File: config.mk
export PLATFORM = sky130hd
export DESIGN_NAME = branch_predictor_bht
export DESIGN_NICKNAME = d
export VERILOG_FILES = /design/src/rtl/branch_predictor_bht.sv
export SDC_FILE = /design/constraint.sdc
export NUM_CORES = 1
export LEC_CHECK = 0
export BUFFER_PORTS_ARGS = -buffer_cell sky130_fd_sc_hd__buf_2
export CAP_MARGIN = 20
export CORE_MARGIN = 2
export CORE_UTILIZATION = 30
export CTS_CLUSTER_DIAMETER = 40
export DETAILED_ROUTE_END_ITERATION = 7
export GPL_TIMING_DRIVEN = 0
export HOLD_SLACK_MARGIN = 0.12
export SLEW_MARGIN = 20
export SYNTH_ARGS = -nofsm -noshare
export SYNTH_HDL_FRONTEND = slang
export SYNTH_SLANG_ARGS = --single-unit
File: constraint.sdc
create_clock -name clk -period 13.97 [get_ports clk]
set_input_delay 4.191 -clock clk [delete_from_list [all_inputs] [get_ports clk]]
set_output_delay 4.191 -clock clk [all_outputs]
set_load 0.01 [all_outputs]
File: src/rtl/branch_predictor_bht.sv
// branch_predictor_bht: branch history table of 2^IDX_W saturating counters.
// Gives a same-cycle taken/not-taken prediction for the fetch PC and is trained
// with resolved outcomes from execute/writeback. The counter array has no reset.
// It is cleared by a sequential sweep, one entry per cycle, after reset or a flush.
// Optional feature: define BHT_GSHARE_EN to XOR a global history register into the index.
module branch_predictor_bht #(
  parameter int IDX_W  = 6,
  parameter int CTR_W  = 2,
  parameter int PC_LSB = 2,
  parameter int GHR_W  = 6
) (
  input  logic              clk,
  input  logic              rst,
  input  logic [31:0]       pred_pc,
  output logic [IDX_W-1:0]  pred_idx,
  output logic [CTR_W-1:0]  pred_ctr,
  output logic              pred_taken,
  input  logic              upd_valid,
  input  logic [IDX_W-1:0]  upd_idx,
  input  logic              upd_taken,
  input  logic              flush,
  output logic              busy
);

  localparam int DEPTH = 1 << IDX_W;

  typedef enum logic {
    CLEAR = 1'b0,
    READY = 1'b1
  } state_t;

  state_t             state;
  state_t             state_next;
  logic [IDX_W-1:0]   clr_idx;
  logic [IDX_W-1:0]   clr_idx_next;
  logic [CTR_W-1:0]   ctr_mem [DEPTH];
  logic [IDX_W-1:0]   pc_idx;
  logic               upd_accept;
  logic [CTR_W-1:0]   upd_old;
  logic [CTR_W-1:0]   upd_new;
  logic               unused_pc;

  // Counter increment that holds at the all-ones maximum.
  function automatic logic [CTR_W-1:0] sat_inc(input logic [CTR_W-1:0] c);
    sat_inc = (c == {CTR_W{1'b1}}) ? c : c + CTR_W'(1);
  endfunction

  // Counter decrement that holds at zero.
  function automatic logic [CTR_W-1:0] sat_dec(input logic [CTR_W-1:0] c);
    sat_dec = (c == '0) ? c : c - CTR_W'(1);
  endfunction

  // Only a slice of the PC forms the index; the rest is deliberately ignored.
  assign unused_pc = ^pred_pc;
  assign pc_idx    = pred_pc[PC_LSB +: IDX_W];

  // A flush always beats a training update in the same cycle.
  assign upd_accept = (state == READY) && upd_valid && !flush;

`ifdef BHT_GSHARE_EN
  logic [GHR_W-1:0] ghr;
  logic [IDX_W-1:0] ghr_ext;

  // Global history: shift in each accepted outcome; cleared by reset and flush.
  always_ff @(posedge clk or negedge rst) begin
    if (!rst) begin
      ghr <= '0;
    end else if (flush) begin
      ghr <= '0;
    end else if (upd_accept) begin
      ghr <= {ghr[GHR_W-2:0], upd_taken};
    end
  end

  // Zero-extend the history to the index width before hashing.
  always_comb begin
    ghr_ext = '0;
    ghr_ext[GHR_W-1:0] = ghr;
  end

  assign pred_idx = pc_idx ^ ghr_ext;
`else
  logic [GHR_W-1:0] unused_ghr_w;
  assign unused_ghr_w = '0;
  assign pred_idx     = pc_idx;
`endif

  // Sweep controller: CLEAR walks every entry once, then READY until flushed.
  always_comb begin
    state_next   = state;
    clr_idx_next = clr_idx;
    case (state)
      CLEAR: begin
        if (flush) begin
          clr_idx_next = '0;
        end else begin
          clr_idx_next = clr_idx + IDX_W'(1);
          if (clr_idx == {IDX_W{1'b1}}) begin
            state_next = READY;
          end
        end
      end
      READY: begin
        if (flush) begin
          state_next   = CLEAR;
          clr_idx_next = '0;
        end
      end
      default: begin
        state_next   = CLEAR;
        clr_idx_next = '0;
      end
    endcase
  end

  // State and sweep pointer registers.
  always_ff @(posedge clk or negedge rst) begin
    if (!rst) begin
      state   <= CLEAR;
      clr_idx <= '0;
    end else begin
      state   <= state_next;
      clr_idx <= clr_idx_next;
    end
  end

  // Training value computed from the stored counter of the entry being updated.
  assign upd_old = ctr_mem[upd_idx];
  assign upd_new = upd_taken ? sat_inc(upd_old) : sat_dec(upd_old);

  // Single write port: the sweep owns it while clearing, training otherwise.
  always_ff @(posedge clk) begin
    if (state == CLEAR) begin
      ctr_mem[clr_idx] <= '0;
    end else if (upd_accept) begin
      ctr_mem[upd_idx] <= upd_new;
    end
  end

  // Combinational read; a same-cycle write lands after this read.
  assign pred_ctr   = ctr_mem[pred_idx];
  assign pred_taken = (state == READY) && pred_ctr[CTR_W-1];
  assign busy       = (state == CLEAR);

endmodule
After elaboration in Yosys (flattened, before gate mapping)

Memories as Yosys holds them, arrays and structs flattened.
Index checks and enable logic that the tools add are counted.

Flip-flop bits (word level): 7
RAM bits: 128
Bits of input ports: 43
Output and inout port bits: 10
Logic and storage cells: 33
Memories kept: 1

Memories:

| memory  | words | width | rd ports | clocked after memory_dff | write ports | RTL line | source |
|---|---|---|---|---|---|---|---|
| ctr_mem | 64    | 2     | 2        | 0                        | 1           | 36       | `logic [CTR_W-1:0] ctr_mem [DEPTH];` |

Add/subtract/negate cells: 3
Equal/unequal tests: 3
Muxes and demuxes: 17
Bitwise gates (word level): 1
Reduce and logical (&&, ||, !) cells: 6

Operator list:

| cell                                                               | number |
|---|---|
| 6-bit 2-to-1 mux                                                   | 3 |
| 6-bit one-hot mux with 2 select lines                              | 1 |
| 1-bit 2-to-1 mux                                                   | 8 |
| 2-bit 2-to-1 mux                                                   | 4 |
| 6-bit by 1-bit adder with 6-bit output, second input constant      | 1 |
| 6-bit equality test, second input constant                         | 1 |
| 1-bit logical AND                                                  | 3 |
| 2-bit by 1-bit adder with 2-bit output, second input constant      | 1 |
| 2-bit equality test, second input constant                         | 1 |
| 2-bit logical NOT                                                  | 1 |
| 2-bit inequality test, second input constant                       | 1 |
| 1-bit one-hot mux with 2 select lines                              | 1 |
| 2-bit OR reduction                                                 | 1 |
| 2-bit by 1-bit subtractor with 2-bit output, second input constant | 1 |
| 1-bit logical NOT                                                  | 1 |
| 1-bit NOT                                                          | 1 |

Depth between registers and ports, before layout

Word-level depth: 7
Mapped depth: 10
Depth with buffers taken out: 7

Least setup slack after synthesis

OpenSTA, ideal clock, no wires.

Path kind: input -> output
Start: input pred_pc[2]
End: output pred_ctr[0]
Arrival: 6.237 ns
Required time: 9.779 ns
Slack: 3.542 ns
Stages on the path: 8
Path buffers: 3
Cells stage by stage: buf_6 > buf_4 > buf_2 > mux4_2 > mux4_2 > mux2_2 > nand2_1 > o21ai_0

Longest elaborated chain between the ends: 1

RTL lines:

| item              | RTL line | source |
|---|---|---|
| start, declared   | 14       | `input logic [31:0] pred_pc,` |
| memory 64 x 2 bit | --       |  |
| end, declared     | 16       | `output logic [CTR_W-1:0] pred_ctr,` |

No other way between the ends.

Worst setup path in the final report

Start: input pred_pc[3]
End: output pred_ctr[0]

The elaborated chain is that of the path after synthesis.

==> flow_summary.ini <==
[detailed_routing]
highest_layer = met4
wl_met3_um = 1300
wl_um = 18600
drt_iter0_drc = 407
vias = 4422
wl_met2_um = 9600
first_pass_iters = 6
detail_route.wl_per_cell_um = 23.8
vias_per_cell = 5.67
drcViolationCount = 0
wl_met1_um = 7040
antenna_left = 0

[clock_network]
numClockSinks = 135
cts.path.max_buffers = 2
cts-htree-levels = 4
cts_tree = built
clock_latency_ns = 0.43
numCtsBuffers = 17
root_buffer = clkbuf_16
cts.reportedPaths.clkPinSlew_ns = 0.05
cts_resized = 0
ctsHoldBuffers = 0
cts_setup_buffers = 0

[logic_synthesis]
netlist_area_um2 = 6880
synth_cells = 442
synth_top_cell_by_area = edfxtp_1
syn_avg_cell_area_um2 = 15.6
synthFlopType = edfxtp_1
synth-seq-area-share = 0.584
synth_top_area_frac = 0.559
synth_fp_nets = 486
synthArstFlopShare = 0.0519
ys_warn_count = 0
synth_edf_count = 128
synth_seq_cells = 135
netlist_top_cells_area = edfxtp_1, mux4_2, nor2_1, dfrtp_1, mux2i_1
yosys.cell_types.count = 43

[worst_setup_path]
end_kind = primary output
crit_path_start_kind = input port
critical_path.slowest_cell = buf_1
worst-path-max-fanout = 10
crit_family = buffers and inverters
cp_data_arrival_time_ns = 7.30
worstSetupPathType = input port to primary output
critical_path.max_stage_delay_ns = 0.72
required_ns = 9.78
crit_path_cell_trace = buf_2 > buf_1 > clkbuf_1 > mux4_2 > mux4_2 > mux2_2 > nand2_1 > o21ai_0 > buf_2
crit_buf_inv = 4

[placement]
io_buffer_count = 18
hpwlAfterDp_um = 12900
dp_cells = 748
gp_congestion = 0.860
dpl_cell_area_um2 = 7420

[final_layout]
drive_gt1_frac = 0.299
syn_to_final_growth_pct = 16.4
fin_area_um2 = 8010
layout.nets = 526
stdcell_count = 780
final_util = 0.355
antenna_cells = 0

[global_routing]
grt_max_degree = 34
antenna_found_initial = 0
grt_pass1_wl_um = 28000
grt-ovfl-total = 0
grt_use_total = 0.161
grt_pass1_vias = 4580

[pwr]
power.leakage_uw = 0.00279
powerDensity_nw_per_um2 = 120
ir_drop_mv = 0.0799

[floorplan]
rows = 55
dieWidth_um = 155
io_pins = 53
dieArea_um2 = 24200
core_um2 = 22600
initial_core_util = 0.305
die_h_um = 155

[outcome]
outcome = completed

[sta]
rsz0062_at_grt = no
slew_headroom = 0.382
maxSlewViolCount = 0
fmax_ghz = 0.0870
fin_crit_sh = 0.823
period_needed_ns = 11.49
finalSetupTns_ns = 0
setup_violations = 0
skew_ns = 0.00968
hold_viol_final = 0
tightest_slew_ns = 0.927

[min_path]
min_path_type = register to register

[run]
drv_cap = 0
[cell usage after synthesis, drive strengths merged, types with 4 or more instances]
cell / number
a21oi: 4
a22oi: 6
buf: 19
clkbuf: 13
dfrtp: 7
edfxtp: 128
inv: 5
mux2: 5
mux2i: 11
mux4: 70
nand2: 29
nand3: 13
nor2: 74
nor2b: 4
o21ai: 9
xor2: 4
[state kept, by name (all words and copies together), names as in the netlist]
name and cells:
clr_idx 6, ctr_mem 128, state 1
[final cells by class]
| class | instances | area (um2) |
|---|---|---|
| flip-flops and latches | 135 | 4020 |
| clock inverters | 15 | 166 |
| multi-input cells | 270 | 2690 |
| inverters | 5 | 18.8 |
| plain buffers | 32 | 176 |
| clock buffers | 17 | 425 |
| well taps | 285 | 357 |
| repair buffers | 21 | 160 |
| fillers | 2140 | 14600 |
[layout by cell type (no fill, tap or decap), types with 3 or more instances in the layout]
cell type and n:
o21ai_0 8, mux2_2 5, nand2_1 29, nor2_1 74
nand4_1 3, inv_1 5, dfrtp_1 7, o2111ai_1 3
clkbuf_16 17, mux4_2 70, clkbuf_1 13, mux2i_1 11
o31ai_1 3, inv_6 3, buf_1 4, or3_1 3
nand3_1 13, clkinvlp_4 4, a22oi_1 6, buf_4 10
xor2_1 4, buf_2 21, edfxtp_1 128, nor2b_1 4
[routing by layer]
metal  GRT usage  vias up
met5           0        -
met4      0.0708        0
met3      0.0376       48
met2       0.278      222
met1       0.192     2292
li1            -     1860
[through the flow]
step	hold slack (ns)	setup WS (ns)	power (uW)
global route	0.690	2.38	983
finish	0.664	2.48	960
detailed placement	0.634	2.46	521
global placement	0.627	2.44	519
floorplan	0.558	3.54	496
CTS	0.658	2.46	965
[final timing paths]
check,startpoint,end,slack (ns),cells past startpoint
setup / recovery,pred_pc[3],pred_ctr[0],2.48,9
hold / removal,clr_idx[5]$_DFFE_PN0P_,state$_DFF_PN0_,0.66,2
setup reg to reg,ctr_mem[7][1]$_DFFE_PP_,ctr_mem[27][1]$_DFFE_PP_,10.92,7
hold reg to reg,clr_idx[5]$_DFFE_PN0P_,state$_DFF_PN0_,0.66,2
max in group asynchronous,rst,clr_idx[4]$_DFFE_PN0P_,10.22,1
min in group asynchronous,rst,clr_idx[2]$_DFFE_PN0P_,3.59,1
[cell families after synthesis]
group           count (synthesis)  share of synthesized area
simple gates                  140                     0.0885
fa+ha+maj                       1                    0.00182
flops                         135                      0.584
buf+inv                        37                     0.0284
mux                            86                      0.253
compound gates                 38                     0.0376
xor+xnor                        5                    0.00636
[worst register-to-register path, delay by kind of cell (launching register included)]
| family | cells | cell delay (ns) |
|---|---|---|
| AOI/OAI and AO/OA | 3 | 0.91 |
| buffers and inverters | 1 | 0.26 |
| muxes | 2 | 1.00 |
| DFF | 1 | 0.38 |
| and+or+nand+nor | 1 | 0.21 |
[power breakdown]
part / switching, uW / internal (uW)
registers: 2.24 / 439
logic: 42.7 / 28.6
clock network: 181 / 266
Power figures use the tool's default switching activity.
